## src/rtl/keypad_pkg.sv

```systemverilog
// keypad_pkg: scan FSM state type and the 16-entry key decode table
// shared by keypad_scan and keypad_entry.
package keypad_pkg;

    typedef enum logic [1:0] {
        S_SCAN,
        S_DEBOUNCE,
        S_HELD,
        S_RELEASE
    } kstate_t;

    // indexed by {row, col}; row 0 / col 0 are row[0] / col[0]
    localparam logic [3:0] KEY_TABLE [0:15] = '{
        4'h1, 4'h2, 4'h3, 4'hA,
        4'h4, 4'h5, 4'h6, 4'hB,
        4'h7, 4'h8, 4'h9, 4'hC,
        4'h0, 4'hF, 4'hE, 4'hD
    };

    function automatic logic one_low(input logic [3:0] v);
        logic [3:0] n;
        n = ~v;
        return (n != 4'h0) && ((n & (n - 4'h1)) == 4'h0);
    endfunction

    function automatic logic [1:0] low_index(input logic [3:0] v);
        logic [1:0] idx;
        idx = 2'd0;
        if (!v[1])
            idx = 2'd1;
        else if (!v[2])
            idx = 2'd2;
        else if (!v[3])
            idx = 2'd3;
        return idx;
    endfunction

    function automatic logic [3:0] key_decode(
        input logic [1:0] r,
        input logic [1:0] c
    );
        return KEY_TABLE[{r, c}];
    endfunction

endpackage

```

## src/rtl/keypad_scan.sv

```systemverilog
// keypad_scan: column scanner, press/release debouncer and key decoder.
// Emits a one-cycle key_evt with the decoded digit per debounced press.
module keypad_scan
    import keypad_pkg::*;
#(
    parameter int SCAN_DIV = 50000,
    parameter int DEBOUNCE = 4
) (
    input  logic       clk,
    input  logic       reset,
    input  logic [3:0] row,
    output logic [3:0] col,
    output logic [3:0] digit,
    output logic       key_evt
);

    localparam int DW = $clog2(SCAN_DIV);
    localparam logic [DW-1:0] LAST = DW'(SCAN_DIV - 1);
    localparam logic [3:0] DB_LAST = 4'(DEBOUNCE - 1);

    kstate_t       state;
    kstate_t       state_n;
    logic [DW-1:0] dwell;
    logic [3:0]    col_n;
    logic [3:0]    ref_row;
    logic [3:0]    ref_row_n;
    logic [3:0]    dcnt;
    logic [3:0]    dcnt_n;
    logic          samp;
    logic          evt;

    assign samp = (dwell == LAST);

    // free-running dwell timer; samp marks the last clock of each dwell
    always_ff @(posedge clk or negedge reset) begin
        if (!reset)
            dwell <= '0;
        else if (samp)
            dwell <= '0;
        else
            dwell <= dwell + DW'(1);
    end

    // FSM state, frozen column, debounce count and event/digit outputs
    always_ff @(posedge clk or negedge reset) begin
        if (!reset) begin
            state   <= S_SCAN;
            col     <= 4'b1110;
            dcnt    <= '0;
            ref_row <= 4'hF;
            digit   <= '0;
            key_evt <= 1'b0;
        end else begin
            state   <= state_n;
            col     <= col_n;
            dcnt    <= dcnt_n;
            ref_row <= ref_row_n;
            key_evt <= evt;
            if (evt)
                digit <= key_decode(low_index(ref_row), low_index(col));
        end
    end

    // next-state logic, evaluated only on sample clocks
    always_comb begin
        state_n   = state;
        col_n     = col;
        dcnt_n    = dcnt;
        ref_row_n = ref_row;
        evt       = 1'b0;
        if (samp) begin
            unique case (state)
                S_SCAN: begin
                    if (one_low(row)) begin
                        state_n   = S_DEBOUNCE;
                        ref_row_n = row;
                        dcnt_n    = '0;
                    end else begin
                        col_n = {col[2:0], col[3]};
                    end
                end
                S_DEBOUNCE: begin
                    if (row != ref_row) begin
                        state_n = S_SCAN;
                    end else if (dcnt == DB_LAST) begin
                        state_n = S_HELD;
                        evt     = 1'b1;
                    end else begin
                        dcnt_n = dcnt + 4'd1;
                    end
                end
                S_HELD: begin
                    if (row == 4'hF) begin
                        state_n = S_RELEASE;
                        dcnt_n  = '0;
                    end
                end
                S_RELEASE: begin
                    if (row != 4'hF)
                        state_n = S_HELD;
                    else if (dcnt == DB_LAST)
                        state_n = S_SCAN;
                    else
                        dcnt_n = dcnt + 4'd1;
                end
                default: state_n = S_SCAN;
            endcase
        end
    end

endmodule

```

## src/rtl/keypad_entry.sv

```systemverilog
// keypad_entry: hex digit entry buffer with backspace, commit and
// valid/ready output. Debug ports exist when KEYPAD_ENTRY_DEBUG_EN is set.
module keypad_entry
    import keypad_pkg::*;
#(
    parameter int DIGITS   = 4,
    parameter int SCAN_DIV = 50000,
    parameter int DEBOUNCE = 4
) (
    input  logic                       clk,
    input  logic                       reset,
    input  logic [3:0]                 row,
    output logic [3:0]                 col,
    input  logic                       bksp,
    input  logic                       enter,
    output logic [DIGITS*4-1:0]        entry,
    output logic [$clog2(DIGITS+1)-1:0] count,
    output logic [DIGITS*4-1:0]        out,
    output logic                       out_valid,
    input  logic                       out_ready
`ifdef KEYPAD_ENTRY_DEBUG_EN
    ,
    output logic [3:0]                 dbg_value,
    output logic                       dbg_trig
`endif
);

    localparam int W  = DIGITS * 4;
    localparam int CW = $clog2(DIGITS + 1);
    localparam logic [CW-1:0] FULL = CW'(DIGITS);

    logic [3:0] digit;
    logic       key_evt;

    keypad_scan #(
        .SCAN_DIV (SCAN_DIV),
        .DEBOUNCE (DEBOUNCE)
    ) u_scan (
        .clk     (clk),
        .reset   (reset),
        .row     (row),
        .col     (col),
        .digit   (digit),
        .key_evt (key_evt)
    );

`ifdef KEYPAD_ENTRY_DEBUG_EN
    assign dbg_value = digit;
    assign dbg_trig  = key_evt;
`endif

    // buffer edits (bksp > enter > key) and the output handshake
    always_ff @(posedge clk or negedge reset) begin
        if (!reset) begin
            entry     <= '0;
            count     <= '0;
            out       <= '0;
            out_valid <= 1'b0;
        end else begin
            if (out_valid && out_ready)
                out_valid <= 1'b0;
            if (bksp) begin
                if (count != '0) begin
                    entry <= entry >> 4;
                    count <= count - CW'(1);
                end
            end else if (enter) begin
                if (count != '0 && !out_valid) begin
                    out       <= entry;
                    out_valid <= 1'b1;
                    entry     <= '0;
                    count     <= '0;
                end
            end else if (key_evt && count != FULL) begin
                entry <= (entry << 4) | W'(digit);
                count <= count + CW'(1);
            end
        end
    end

endmodule

```

## config.mk

```make
export PLATFORM = sky130hd
export DESIGN_NAME = keypad_entry
export DESIGN_NICKNAME = d
export VERILOG_FILES = /design/src/rtl/keypad_pkg.sv /design/src/rtl/keypad_scan.sv /design/src/rtl/keypad_entry.sv
export SDC_FILE = /design/constraint.sdc
export NUM_CORES = 1
export LEC_CHECK = 0
export BUFFER_PORTS_ARGS = -buffer_cell sky130_fd_sc_hd__buf_2
export CAP_MARGIN = 30
export CORE_ASPECT_RATIO = 0.9
export CORE_MARGIN = 5
export CORE_UTILIZATION = 45
export CTS_CLUSTER_DIAMETER = 120
export DETAILED_ROUTE_END_ITERATION = 7
export PLACE_DENSITY_LB_ADDON = 0.3
export RECOVER_POWER = 100
export SLEW_MARGIN = 0
export SYNTH_ARGS = -nofsm -noshare
export SYNTH_HDL_FRONTEND = slang
export SYNTH_SLANG_ARGS = --single-unit
```

## constraint.sdc

```tcl
create_clock -name clk -period 2.55 [get_ports clk]
set_clock_uncertainty 0.15 [all_clocks]
set_input_delay 0.1275 -clock clk [delete_from_list [all_inputs] [get_ports clk]]
set_output_delay 0.1275 -clock clk [all_outputs]
set_load 0.05 [all_outputs]
```

==> results.toml, run 1 <==
[synth]
yosys.area.top_type = "dfrtp_1"
synth_top_area_share_pct = 46.7
syn_area_sq_um = 3430
synth_edf_count = 0
postSynthAreaPerCell_sq_um = 10.8
synth_nets = 331
synthCells = 317
synth_ff_type = "dfrtp_1"
ys_async_sr_fraction_pct = 100
ys_seq_area_share_pct = 52.1
ys_types = 45
ys_warn_count = 0
synthTopCellsByArea = "dfrtp_1, mux2_2, dfstp_2, nor2_1, a221oi_1"
ys_ff_latch = 71

[floorplan]
die_area_sq_um = 9460
die_h_um = 92.8
chipWidth_um = 102
rows = 30
coreArea_sq_um = 7470
io_pins = 49
initial_utilization_pct = 45.9

[power_and_ir_drop]
powerDensity_nw_per_um2 = 975
power_mw = 4.02
ir_drop_uv = 380
power_leakage_nw = 1.80

[placed_design]
placed_cells = 462
gp_congestion = 0.834
dp_hpwl_mm = 4.88
dpl_cell_area_sq_um = 3870
io_buffer_count = 48
place_ws_ns = -0.105

[finish]
final_cell_mix = "dfrtp_1, clkbuf_1, nor2_1"
diodes = 0
final-seq-area_sq_um = 1790
final_cells = 486
nNetsFinal = 400
fin_util_pct = 55.2
fillCellCount = 677
drive_gt1_share_pct = 21.3
final_area_sq_um = 4120
area_growth_pct = 20.3
mostFrequentLayoutCell = "dfrtp_1"
multi_input_area_sq_um = 1600

[timing]
fin_crit_sh_pct = 103
worst_slew_pin_slew_ns = 1.71
max_freq_mhz = 379
layout_setup_ws_ns = -0.0865
final.min_clock_period_ns = 2.64
hold_violations = 0
rsz0062_at_grt = "true"
slew-limit-headroom_pct = -14.0
setup_violations = 4
finalMaxSlewViolations = 72

[clocking]
htree_levels = 3
clock_path_buffers = 2
root_buffer = "clkbuf_8"
clk_pin_slew_ns = 0.07
cts_made_buffers = 9
insertion_delay_ns = 0.34
tritoncts = "yes"
cts.sinks = 71

[detailed_routing]
dr.pass1.iters = 4
m1WireLength_mm = 3.29
ant_nets = 0
wl_per_cell_um = 14.6
drc = 0
finalWirelength_mm = 7.11
vias = 2632
top_layer = "met4"
wl_met2_mm = 3.29
vias_per_cell = 5.42
wl_met3_um = 453
dr.first_iter.drc_count = 69

[setup_path]
cp_top_family = "simple AND/OR/NAND/NOR gates"
arrival_ns = 2.76
cp.depth = 6
reg2regPathDepth = 6
critPathRequiredTime_ns = 2.67
crit_path_start_kind = "flip-flop"
crit_path_cell_trace = "or4b_1, or4_4, or3_4, a211oi_4, buf_4, mux2_4"
crit_buf_inv = 1
slowest_stage = "or4b_1"
end_kind = "flip-flop"
crit_type = "flip-flop to flip-flop"
crit_fanout = 3
critPathMaxStageDelay_ns = 0.51

[global_routing]
grt_max_degree = 72
overflow = 0
grt.total_usage_pct = 15.1
grt_pass1_vias = 2439
antenna_found_initial = 0
grt_pass1_wl_mm = 11.4

[outcome]
violations = "capacitance limit, slew limit, setup timing"
status = "finished with violations"

[min_path]
hold_class = "input pin to flip-flop"
hold_depth = 2

[run]
maxCapViolations = 1
==> final timing paths <==
check                                       from  slack, ns           endpoint
worst min register to register  u_scan.dwell[15]       0.33   u_scan.dwell[15]
worst max register to register   u_scan.dwell[7]      -0.09      u_scan.col[3]
worst max-delay path             u_scan.dwell[7]      -0.09      u_scan.col[3]
worst min-delay path                      row[0]       0.04  u_scan.ref_row[0]
min in group asynchronous                  reset       0.70            out[15]
max in group asynchronous                  reset       0.53    u_scan.dwell[9]
==> power by group <==
part | switching, mW | total [mW] | internal, mW | leakage (nW)
Clock | 0.389 | 0.888 | 0.498 | 0.0985
Sequential | 0.217 | 1.57 | 1.35 | 0.897
Combinational | 1.18 | 1.56 | 0.385 | 0.806
Total | 1.78 | 4.02 | 2.24 | 1.80
==> kinds of logic after synthesis <==
family | after synthesis | share of synthesized area (%)
mux | 32 | 10.3
simple gates | 123 | 19.1
compound gates | 42 | 8.88
buf+inv | 24 | 2.63
xor+xnor | 20 | 5.11
flops | 71 | 52.1
fa+ha+maj | 5 | 1.83
==> per-stage QoR <==
step	TNS, ns	hold WS, ns
after floorplan	-0.102	-0.318
after global placement	-0.172	0.0329
after detailed placement	-0.304	0.0266
after CTS	-0.255	0.0256
after global routing	-0.805	0.0375
final	-0.259	0.0445
==> Yosys cell counts, types with 5 or more instances <==
| library cell | number |
|---|---|
| a221oi_1 | 12 |
| mux2i_1 | 5 |
| a21oi_1 | 6 |
| o21ai_0 | 10 |
| ha_1 | 5 |
| nand2_1 | 20 |
| mux2_2 | 23 |
| nand3_1 | 15 |
| nor2b_1 | 7 |
| and3_1 | 5 |
| xor2_1 | 8 |
| dfstp_2 | 7 |
| inv_1 | 9 |
| xnor2_1 | 12 |
| nand3b_1 | 5 |
| clkbuf_1 | 15 |
| nand4_1 | 6 |
| dfrtp_1 | 64 |
| nor2_1 | 40 |
==> worst reg2reg max path, cell delays in order (launching register included) <==
cell	delay, ns
dfrtp_1	0.38
or4b_1	0.51
or4_4	0.50
or3_4	0.37
a211oi_4	0.21
buf_4	0.17
mux2_4	0.29
==> layout make-up <==
class | count | area share [%]
clock buffers | 12 | 3.77
repair buffers | 73 | 9.32
multi-input cells | 222 | 38.8
flip-flops and latches | 71 | 43.3
well taps | 96 | 2.92
inverters | 9 | 0.820
clock inverters | 3 | 1.03
==> timing repair <==
| item | 4_1_cts | 5_1_grt |
|---|---|---|
| hold endpoints to repair | 75 | 0 |
| hold buffers | 5 | 0 |
| endpoints found under the setup margin | 10 | 14 |
| setup buffers | 3 | 1 |
| gates resized for setup | 4 | 5 |
| pin swaps | 1 | 1 |
==> registers in the layout, indices dropped and copies added, names as in the netlist <==
register        flops
u_scan.dwell       16
u_scan.col          4
u_scan.ref_row      4
u_scan.key_evt      1
u_scan.dcnt         4
out                16
u_scan.digit        4
count               3
u_scan.state        2
entry              16
out_valid           1
==> per-layer routing <==
metal	track usage, %	vias to the layer above
li1	-	1274
met4	5.36	0
met3	4.59	10
met2	22.8	63
met1	20.3	1285
met5	0	-
Power figures use the tool's default switching activity.
==> run 2, diff against run 1 <==
- TNS_END_PERCENT: not set -> 5
==> results.toml, run 2 (synthesized netlist as in run 1, its figures left out) <==
[outcome]
status = "finished with violations"
violations = "capacitance limit, slew limit, setup timing"

[timing]
final.min_clock_period_ns = 2.64
layout_setup_ws_ns = -0.0855
rsz0062_at_grt = "true"
setup_violations = 10
max_freq_mhz = 379
hold_violations = 0
finalMaxSlewViolations = 72
fin_crit_sh_pct = 103
tns_ns = -0.442
worst_slew_pin_slew_ns = 1.70
slew-limit-headroom_pct = -13.0

[finish]
drive_gt1_share_pct = 19.9
mostFrequentLayoutCell = "dfrtp_1"
reg_top3 = "entry: 16 flops, out: 16 flops, u_scan.dwell: 16 flops"
nNetsFinal = 395
final_cells = 482
fillCellCount = 695
diodes = 0
fin_util_pct = 54.1
final_cell_mix = "dfrtp_1, clkbuf_1, nor2_1"
final_area_sq_um = 4040
area_growth_pct = 17.9

[clocking]
htree_levels = 3
cts.sinks = 71
clock_path_buffers = 2
root_buffer = "clkbuf_8"
clk_pin_slew_ns = 0.08
insertion_delay_ns = 0.34
post_cts_buffers = 0
cts_made_buffers = 9
tritoncts = "yes"

[setup_path]
end_kind = "flip-flop"
arrival_ns = 2.71
crit_path_start_kind = "flip-flop"
crit_buf_inv = 0
reg2regPathDepth = 5
cp.depth = 5
critPathRequiredTime_ns = 2.62
r2r-end = "u_scan.col[0]"
cp_top_family = "simple AND/OR/NAND/NOR gates"
r2r-start = "u_scan.dwell[13]"
crit_type = "flip-flop to flip-flop"
crit_start = "u_scan.dwell[13]"
crit_path_cell_trace = "or4b_1, or4_4, or3_4, a211oi_4, mux2_1"
critPathMaxStageDelay_ns = 0.51
crit_fanout = 4
slowest_stage = "or4b_1"
r2r_slack_ns = -0.09
endpoint = "u_scan.col[0]"

[detailed_routing]
drc = 0
dr.first_iter.drc_count = 80
vias_per_cell = 5.35
vias = 2580
dr.pass1.iters = 4
wl_per_cell_um = 14.6
finalWirelength_mm = 7.04
ant_nets = 0

[placed_design]
io_buffer_count = 48
dpl_cell_area_sq_um = 3860
place_ws_ns = -0.0726
placed_cells = 462
gp_congestion = 0.790
dp_hpwl_mm = 4.92

[power_and_ir_drop]
ir_drop_uv = 376
powerDensity_nw_per_um2 = 982
power_leakage_nw = 1.76

[floorplan]
io_pins = 49
die_h_um = 92.8
coreArea_sq_um = 7470
initial_utilization_pct = 45.9
die_area_sq_um = 9460
chipWidth_um = 102
rows = 30

[global_routing]
overflow = 0
grt_pass1_wl_mm = 11.8
grt_max_degree = 72
grt.total_usage_pct = 15.8
grt_pass1_vias = 2447
antenna_found_initial = 0

[run]
maxCapViolations = 1

[min_path]
hold_class = "input pin to flip-flop"
## run 2: changes by cell type in the layout (fill, tap and decap cells not counted), moves of 2 or more
cell / before / now
clkbuf_1: 43 / 41
mux2_1: 1 / 4
mux2_4: 3 / 0
buf_4: 16 / 12
## run 2: power by group
part / internal (mW) / switching (mW)
registers: 1.35 / 0.216
logic: 0.379 / 1.17
clock network: 0.433 / 0.419
total: 2.16 / 1.81
## run 2: how the worst min path moves through the flow
| stage | start | slack (ns) | cells after the start | end |
|---|---|---|---|---|
| after global routing | row[3] | 0.02 | 2 | u_scan.ref_row[3] |
| final | row[3] | 0.02 | 2 | u_scan.ref_row[3] |
| after global placement | out_ready | 0.17 | 2 | out_valid |
| after CTS | row[3] | 0.00009 | 2 | u_scan.ref_row[3] |
| after detailed placement | out_ready | 0.17 | 2 | out_valid |
| after floorplan | reset | -0.32 | 0 | count[0] |
## run 2: metal layers
layer / wire [um] / vias up / global-route usage [%]
met5: 0 / - / 0
met3: 440 / 9 / 5.72
li1: - / 1269 / -
met2: 3130 / 66 / 24.2
met1: 3380 / 1236 / 21.3
met4: 86 / 0 / 3.93
## run 2: through the flow
step           hold WS, ns  total power, mW
4_1_cts          0.0000858             4.07
3_5_place_dp         0.166             3.21
6_report            0.0237             3.97
2_1_floorplan       -0.318             2.79
3_3_place_gp         0.165             3.17
5_1_grt             0.0165             4.20
## run 2: what timing repair did
item	4_1_cts	5_1_grt
hold buffers	4	0
endpoints found under the setup margin	4	13
endpoints found under the hold margin	67	0
gates resized for setup	0	3
## run 2: area by class of cell
class | instances | area, sq um | area share, %
Inverter | 9 | 33.8 | 0.836
Clock buffer | 12 | 165 | 4.09
Timing Repair Buffer | 68 | 339 | 8.39
Clock inverter | 4 | 28.8 | 0.712
Sequential cell | 71 | 1790 | 44.2
Multi-Input combinational cell | 222 | 1570 | 38.8
Tap cell | 96 | 120 | 2.97
==> run 3, diff against run 2 <==
- CELL_PAD_IN_SITES_DETAIL_PLACEMENT: not set -> 1
- CELL_PAD_IN_SITES_GLOBAL_PLACEMENT: not set -> 1
- CORE_UTILIZATION: 45 -> 40
==> results.toml, run 3 (synthesized netlist as in run 1, its figures left out) <==
[floorplan]
initial_utilization_pct = 40.6
coreArea_sq_um = 8450
die_area_sq_um = 10500
io_pins = 49
die_h_um = 97.8
rows = 32
chipWidth_um = 108

[detailed_routing]
ant_nets = 0
wl_per_cell_um = 15.3
dr.pass1.iters = 4
drc = 0
finalWirelength_mm = 7.76
dr.first_iter.drc_count = 69
vias_per_cell = 5.21
vias = 2642

[timing]
max_freq_mhz = 378
layout_setup_ws_ns = -0.0962
final.min_clock_period_ns = 2.65
hold_violations = 0
finalMaxSlewViolations = 0
rsz0062_at_grt = "true"
hold_ws_ns = 0.0451
setup_violations = 7
worst_slew_pin_slew_ns = 1.24
fin_crit_sh_pct = 104
slew-limit-headroom_pct = 17.3

[power_and_ir_drop]
ir_drop_uv = 334
power_leakage_nw = 1.78
power_mw = 4.01
powerDensity_nw_per_um2 = 979

[global_routing]
grt_pass1_vias = 2739
grt.total_usage_pct = 15.6
overflow = 0
antenna_found_initial = 0
grt_pass1_wl_mm = 13.2
grt_max_degree = 26

[setup_path]
crit_type = "flip-flop to flip-flop"
crit_path_start_kind = "flip-flop"
critPathMaxStageDelay_ns = 0.52
crit_path_cell_trace = "or4b_1, or4_4, or3_4, a211oi_4, mux2_1"
critPathRequiredTime_ns = 2.62
r2r-end = "u_scan.col[0]"
slowest_stage = "or4b_1"
end_kind = "flip-flop"
crit_fanout = 4
r2r-start = "u_scan.dwell[13]"
arrival_ns = 2.72
reg2regPathDepth = 5
r2r_slack_ns = -0.1

[finish]
final_area_sq_um = 4090
nNetsFinal = 397
reg_top3 = "entry: 16 flops, out: 16 flops, u_scan.dwell: 16 flops"
final_cells = 507
fillCellCount = 951
diodes = 0
final_cell_mix = "dfrtp_1, clkbuf_1, nor2_1"
area_growth_pct = 19.5
drive_gt1_share_pct = 19.3
mostFrequentLayoutCell = "dfrtp_1"

[min_path]
min-delay-start = "row[0]"
hold_class = "input pin to flip-flop"
hold_end = "u_scan.ref_row[0]"
hold_depth = 2

[placed_design]
placed_cells = 486
dpl_cell_area_sq_um = 3890
gp_congestion = 0.740
dp_hpwl_mm = 5.66
io_buffer_count = 48

[outcome]
status = "finished with violations"
violations = "setup timing"

[clocking]
clk_pin_slew_ns = 0.07
post_cts_buffers = 0
root_buffer = "clkbuf_8"
tritoncts = "yes"
htree_levels = 3
insertion_delay_ns = 0.35
cts_made_buffers = 9
cts.sinks = 71
clock_path_buffers = 2

[run]
maxCapViolations = 0
-- run 3: what timing repair did --
item                                    4_1_cts  5_1_grt
hold buffers                                  5        0
gates resized for setup                       1        4
endpoints found under the setup margin       14       14
endpoints found under the hold margin        25        0
-- run 3: power by group --
part | total (mW) | internal [mW] | switching (mW)
clock | 0.877 | 0.478 | 0.398
sequential | 1.58 | 1.35 | 0.223
combinational | 1.56 | 0.381 | 1.18
-- run 3: area by class of cell --
cell class,instances,area [sq um],share of cell area [%]
well taps,119,149,3.64
flip-flops and latches,71,1790,43.6
clock inverters,3,42.5,1.04
repair buffers,70,354,8.65
clock buffers,13,149,3.64
inverters,9,33.8,0.825
multi-input cells,222,1580,38.6
-- run 3: routing by layer --
| layer | wire (um) | part of all wire, % | vias to the layer above | global-route usage (%) |
|---|---|---|---|---|
| met5 | 0 | 0 | - | 0 |
| met4 | 118 | 1.5 | 0 | 5.24 |
| li1 | - | - | 1261 | - |
| met2 | 3590 | 46 | 45 | 24.5 |
| met1 | 3690 | 48 | 1325 | 21.0 |
| met3 | 357 | 4.6 | 11 | 4.16 |
-- run 3: how the worst max path moves through the flow --
stage                startpoint            end  slack (ns)  cells after the start
6_report       u_scan.dwell[13]  u_scan.col[0]        -0.1                      5
5_1_grt        u_scan.dwell[13]  u_scan.col[0]       -0.17                      5
4_1_cts        u_scan.dwell[13]  u_scan.col[0]       -0.11                      5
3_5_place_dp   u_scan.dwell[13]  u_scan.col[0]       -0.09                      5
3_3_place_gp   u_scan.dwell[13]  u_scan.col[0]       -0.06                      5
2_1_floorplan  u_scan.dwell[13]  u_scan.col[0]       -0.06                      5
-- run 3: per-stage QoR --
stage	utilization, %	setup slack (ns)	TNS [ns]
floorplan	-	-0.0556	-0.102
global placement	46.1	-0.0567	-0.108
detailed placement	46.1	-0.0918	-0.288
CTS	49.0	-0.114	-0.462
global route	48.5	-0.174	-1.20
finish	48.5	-0.0962	-0.295
-- run 3: worst max-delay path, delay by kind of cell (launching register included) --
kind	cells	cell delay [ns]
flip-flops	1	0.38
AND/OR/NAND/NOR	3	1.40
AO/OA/AOI/OAI	1	0.26
multiplexers	1	0.35
